<file path="src/rtl/decoder_frame_counter.sv">
// Codeword bit-position tracker with completed-frame counter.
// Walks bit_idx through each codeword and pulses write when the last bit is accepted.
//
// state | meaning
// IDLE  | no frame in progress, waiting for start
// RUN   | accepting codeword bits, bit_idx is the next position
module decoder_frame_counter #(
  parameter int MAX_LEN = 15,
  parameter int CNT_W   = 4,
  parameter int FRAME_W = 8
) (
  input  logic               clk,
  input  logic               reset,
  input  logic               en,
  input  logic               start,
  input  logic               cont,
  input  logic               abort,
  input  logic [CNT_W-1:0]   code_len,
  output logic [CNT_W-1:0]   bit_idx,
  output logic               first,
  output logic               last,
  output logic               write,
  output logic [FRAME_W-1:0] frame_cnt,
  output logic               busy,
  output logic               len_err
);

  typedef enum logic {IDLE = 1'b0, RUN = 1'b1} state_t;

  localparam logic [CNT_W-1:0] MAX_L = CNT_W'(MAX_LEN);

  state_t             state, state_n;
  logic [CNT_W-1:0]   len_q, len_n;
  logic               cont_q, cont_n;
  logic [CNT_W-1:0]   idx_n;
  logic [FRAME_W-1:0] cnt_n;
  logic               write_n, len_err_n;
  logic               len_bad;
  logic [CNT_W-1:0]   len_legal;
  logic               at_end;

  // Out-of-range lengths fall back to the longest codeword.
  assign len_bad   = (code_len < CNT_W'(2)) || (code_len > MAX_L);
  assign len_legal = len_bad ? MAX_L : code_len;
  assign at_end    = (bit_idx == len_q - CNT_W'(1));

  always_ff @(posedge clk) begin
    if (!reset) begin
      state     <= IDLE;
      bit_idx   <= '0;
      len_q     <= MAX_L;
      cont_q    <= 1'b0;
      frame_cnt <= '0;
      write     <= 1'b0;
      len_err   <= 1'b0;
    end else begin
      state     <= state_n;
      bit_idx   <= idx_n;
      len_q     <= len_n;
      cont_q    <= cont_n;
      frame_cnt <= cnt_n;
      write     <= write_n;
      len_err   <= len_err_n;
    end
  end

  always_comb begin
    state_n   = state;
    idx_n     = bit_idx;
    len_n     = len_q;
    cont_n    = cont_q;
    cnt_n     = frame_cnt;
    write_n   = 1'b0;
    len_err_n = 1'b0;
    if (abort) begin
      state_n = IDLE;
      idx_n   = '0;
    end else begin
      case (state)
        IDLE: begin
          if (start) begin
            state_n   = RUN;
            idx_n     = '0;
            len_n     = len_legal;
            cont_n    = cont;
            len_err_n = len_bad;
          end
        end
        RUN: begin
          if (en) begin
            if (at_end) begin
              idx_n   = '0;
              write_n = 1'b1;
              cnt_n   = frame_cnt + FRAME_W'(1);
              // Continuous mode chains straight into the next codeword.
              if (cont_q) begin
                len_n     = len_legal;
                len_err_n = len_bad;
              end else begin
                state_n = IDLE;
              end
            end else begin
              idx_n = bit_idx + CNT_W'(1);
            end
          end
        end
        default: state_n = IDLE;
      endcase
    end
  end

  assign busy  = (state == RUN);
  assign first = busy && (bit_idx == '0);
  assign last  = busy && at_end;

endmodule

</file>
<file path="config.mk">
export PLATFORM = sky130hd
export DESIGN_NAME = decoder_frame_counter
export DESIGN_NICKNAME = d
export VERILOG_FILES = /design/src/rtl/decoder_frame_counter.sv
export SDC_FILE = /design/constraint.sdc
export NUM_CORES = 1
export LEC_CHECK = 0
export ABC_AREA = 1
export CORE_MARGIN = 2
export CORE_UTILIZATION = 44
export CTS_BUF_LIST = sky130_fd_sc_hd__clkbuf_16
export DETAILED_ROUTE_END_ITERATION = 6
export GPL_TIMING_DRIVEN = 0
export PLACE_DENSITY_LB_ADDON = 0.12
export SLEW_MARGIN = 15
export SYNTH_ARGS = -nofsm -noshare
export SYNTH_HDL_FRONTEND = slang
export SYNTH_SLANG_ARGS = --single-unit
</file>
<file path="constraint.sdc">
create_clock -name clk -period 1.6 [get_ports clk]
set_input_delay 0.48 -clock clk [delete_from_list [all_inputs] [get_ports clk]]
set_output_delay 0.48 -clock clk [all_outputs]
set_load 0.02 [all_outputs]
</file>
======== Word-level counts from Yosys, hierarchy flattened ========
Index checks and enable logic that the tools add are counted.
storage, ports and cells
  bits in registers ....................... 20
  output and inout bits ................... 17
  logic and storage cells ................. 52
cells by class
  add/sub/neg operators ................... 3
  magnitude comparators ................... 2
  equality and inequality tests ........... 5
  mux-type cells .......................... 21
  bitwise logic cells ..................... 4
  reduce and logical (&&, ||, !) cells .... 10
operator list
  kind                   number
  $mux W4                8
  $pmux W4 S2            2
  $mux W1                9
  $add A8 B1 Y8 const B  1
  $reduce_and A5 Y1      1
  $add A4 B1 Y4 const B  1
  $eq A4 B4 Y1           1
  $gt A4 B4 Y1 const B   1
  $logic_not A4 Y1       1
  $lt A4 B2 Y1 const B   1
  $ne A2 B1 Y1 const B   2
  $ne A2 B2 Y1 const B   2
  $not A1 Y1             4
  $pmux W1 S2            2
  $reduce_and A4 Y1      1
  $reduce_or A4 Y1       1
  $sub A4 B1 Y4 const B  1
  $reduce_and A3 Y1      1
  $logic_and A1 B1 Y1    2
  $reduce_and A2 Y1      1
  $reduce_or A2 Y1       1
  $logic_or A1 B1 Y1     1

======== Logic depth before layout (Yosys ltp) ========
  word-level depth ........................ 7
  mapped depth ............................ 13
  gate-level depth less buffers ........... 13

======== Worst setup path before layout ========
Ideal clock, no wire load.
  path type ............................... reg2out
  from .................................... register len_q[0]
  to ...................................... output port last
  arrival ................................. 1.428 ns
  data required time ...................... 1.120 ns
  setup slack ............................. -0.308 ns
  cell stages (with the launch flop) ...... 8
  path through ............................ dfxtp_1 > inv_2 > ha_1 > xor2_1 > nand2_1 > nor2_4 > nand2_4 > nor2_1
between the ends
  word-level cells in the longest chain between the ends .. 3
ends and longest elaborated chain
  element                   RTL line  source
  start: declaration        33        logic [CNT_W-1:0] len_q, len_n;
  start signal: assignment  59        len_q <= len_n;
  $sub A4 B1 Y4             45        assign at_end = (bit_idx == len_q - CNT_W'(1));
  $eq A4 B4 Y1              45
  $logic_and A1 B1 Y1       114       assign last = busy && at_end;
  end: declaration          21        output logic last,
Every way passes these cells.

======== Worst setup path after layout ========
Ends and elaborated chain as after synthesis.

==> metrics.yaml <==
synthesis:
  synth_edf_count: 0
  yosys-top-cells-area: "dfxtp_1 (34%), nand2_1 (13%), nand3_1 (10%)"
  seq_area_frac_synth: 0.3412
  synth_top_flop_cell: "dfxtp_1"
  ys_seq_elements: 20
  synth_fp_nets: 175
  ys.warnings.count: 0
  synthArstFlopShare: 0
  synth_top_area_cell: "dfxtp_1"
  synthTopCellsByCount: "nand2_1 (40), nand3_1 (24), dfxtp_1 (20), inv_1 (20), a21oi_1 (14)"
  synth_top_area_share: 0.3412
  syn_inst: 161
  synth.avg_cell_area_um2: 7.290
  yosysMostFrequentCell: "nand2_1"
  syn_area_um2: 1174
  yosysUniqueCellTypes: 24
cts:
  clk_latency_ns: 0.25
  clockBufferDepth: 2
  path_clk_slew_ns: 0.06
  cts_tree: "done"
  cts-root-buf: "clkbuf_16"
  cts_sinks: 20
  htree_levels: 1
  cts_buffers: 3
power:
  power.internal_mw: 1.094
  total_power_mw: 1.403
  vdd_drop_max_mv: 1.074
  power_density_nw_per_um2: 769.6
  power_frac_clock: 0.490
  p_seq_frac: 0.372
  p_leak_nw: 0.8686
  combPwrFrac: 0.138
  p_sw_frac: 0.2205
  p_switching_mw: 0.3093
floorplanning:
  die_y_um: 55.65
  die_w_um: 55.65
  initial_utilization: 0.4695
  core_um2: 2500
  die-area_um2: 3096
  io_pins: 27
  rows: 18
timing:
  drv_slew: 0
  max_slew_margin: 0.6550
  finalSetupViolCount: 20
  final.setup_skew_ns: 0.002324
  fin_crit_sh: 1.285
  tightest_slew_ns: 0.5175
  rsz0062_at_grt: "true"
  worst_slack_ns: -0.4562
  finalHoldViolations: 0
  fmax_mhz: 486.3
  post-route-min-period_ns: 2.056
routing:
  route.detailed.drc: 0
  dr.pass1.iters: 4
  routedWlPerCell_um: 13.44
  via_per_inst: 5.068
  drt-initial-drc-count: 56
  antenna_left: 0
  vias: 1201
  routed_wl_mm: 3.185
global_routing:
  grt-ovfl-total: 0
  antenna_found_initial: 0
  grt_pass1_vias: 1210
  grt_use_total: 0.2146
  grt_first_pass_wirelength_mm: 5.292
  grt_start_max_net_pins: 13
finish:
  drive_gt1_frac: 0.3092
  final_core_util: 0.7292
  final_nets: 222
  diodes: 0
  fillCellCount: 196
  area_growth_pct: 55.33
  final_cell_area_um2: 1823
min_path:
  worstHoldPathType: "reg2reg"
  hold_depth: 2
  worstHoldStart: "frame_cnt[7]$_SDFFE_PN0P_"
  hold_end: "frame_cnt[7]$_SDFFE_PN0P_"
critical_path:
  crit_buf_inv: 2
  criticalPathCategory: "reg2out"
  path_cells: "inv_2 > ha_4 > xor2_2 > nand2_2 > nor2_4 > nand2_4 > nor2_4 > buf_6"
  ff2ff_path_depth: 15
  r2r_end: "len_q[1]$_SDFFE_PN1P_"
  worstPathRequired_ns: 1.12
  path_common_cell: "nor2_4"
  worstPathMaxFanout: 2
  worstSetupEndpointType: "output port"
  cp-start-kind: "register"
  slowest_stage: "dfxtp_2"
  cpPeakStageDelay_ns: 0.34
  critPathTopFamily: "simple AND/OR/NAND/NOR gates"
  r2r_slack_ns: -0.43
  r2r-start: "len_q[0]$_SDFFE_PN1P_"
  cp.arrival_ns: 1.58
  cp.depth: 8
placement:
  pre_cts_ws_ns: -0.7706
  port_buffers: 26
  placed_area_um2: 1499
  routabilityCongestion: 0.7709
  dpl.hpwl_mm: 1.972
status:
  status: "finished, violations left"
  failed_checks: "setup timing"
job:
  drv_cap: 0
[sequential cells by signal, summed over array words and instances, names as in the netlist]
| signal | count |
|---|---|
| len_err | 1 |
| len_q | 4 |
| write | 1 |
| bit_idx | 4 |
| cont_q | 1 |
| frame_cnt | 8 |
| busy | 1 |
[layout by cell type (no fill, tap or decap), types with 8 or more instances in the layout]
cell type,n
buf_4,9
dfxtp_1,14
buf_6,8
a21oi_1,13
dlygate4sd2_1,15
nand3_1,24
nand2_2,15
inv_1,18
clkdlybuf4s50_1,9
nand2_1,26
[worst register-to-register path, delay by kind of cell, from the launching register on]
kind | cells | cell delay, ns
AND/OR/NAND/NOR | 7 | 0.64
buffers and inverters | 6 | 0.52
flip-flops | 1 | 0.34
adder cells (fa/ha/maj) | 1 | 0.24
XOR/XNOR | 1 | 0.18
[area by class of cell]
cell class                 instances  area, µm²  area share
buffer                             2      15.01    0.008236
clock buffer                       3      75.07     0.04118
clock inverter                     1      30.03     0.01647
inverter                          22      97.59     0.05353
multi-input combinational        118      778.2      0.4269
sequential                        20      412.9      0.2265
tap                               30      37.54     0.02059
timing repair buffer              40      367.9      0.2018
timing repair inverter             1      8.758    0.004804
[per-stage QoR]
stage / hold slack (ns) / instances / setup TNS [ns]
detailed placement: 0.4509 / 217 / -4.390
floorplan: 0.4338 / 161 / -0.1229
finish: 0.4968 / 237 / -3.608
CTS: 0.4652 / 230 / -2.273
global placement: 0.4476 / 217 / -3.981
global route: 0.5163 / 237 / -4.845
[worst max path at each step]
stage	start	end
2_1_floorplan	len_q[0]$_SDFFE_PN1P_	last
3_3_place_gp	len_q[0]$_SDFFE_PN1P_	last
3_5_place_dp	len_q[0]$_SDFFE_PN1P_	last
4_1_cts	len_q[0]$_SDFFE_PN1P_	last
5_1_grt	len_q[0]$_SDFFE_PN1P_	len_q[1]$_SDFFE_PN1P_
6_report	len_q[0]$_SDFFE_PN1P_	last
[what timing repair did]
action	in CTS	in global routing
endpoints found under the setup margin	25	22
gates cloned	2	0
hold buffers	0	0
hold endpoints to repair	0	0
setup buffers	7	9
pin swaps	5	5
resized for setup	46	16
[cells by family (layout without fill, tap and decap cells)]
family,after synthesis,in the layout,share of synthesized area
buffers and inverters,24,69,0.09381
adders and majority gates,4,4,0.04265
xor gates and xnor gates,11,11,0.08209
DFF,20,20,0.3411
and+or+nand+nor,86,87,0.3689
AOI/OAI and AO/OA,16,16,0.07143
[metal layers]
layer	share of wire	global-route usage	vias up
met5	0	0	-
met4	0.024	0.09059	0
met3	0.044	0.06512	8
met2	0.54	0.3980	34
met1	0.39	0.2205	548
li1	-	-	611
[power by group through the flow]
stage	registers (mW)	clock network, mW	logic, mW
floorplan	0.533	0	0.0878
global placement	0.533	0	0.137
detailed placement	0.534	0	0.140
CTS	0.520	0.700	0.153
global route	0.523	0.724	0.211
finish	0.521	0.688	0.194
(Power assumes the default switching activity.)
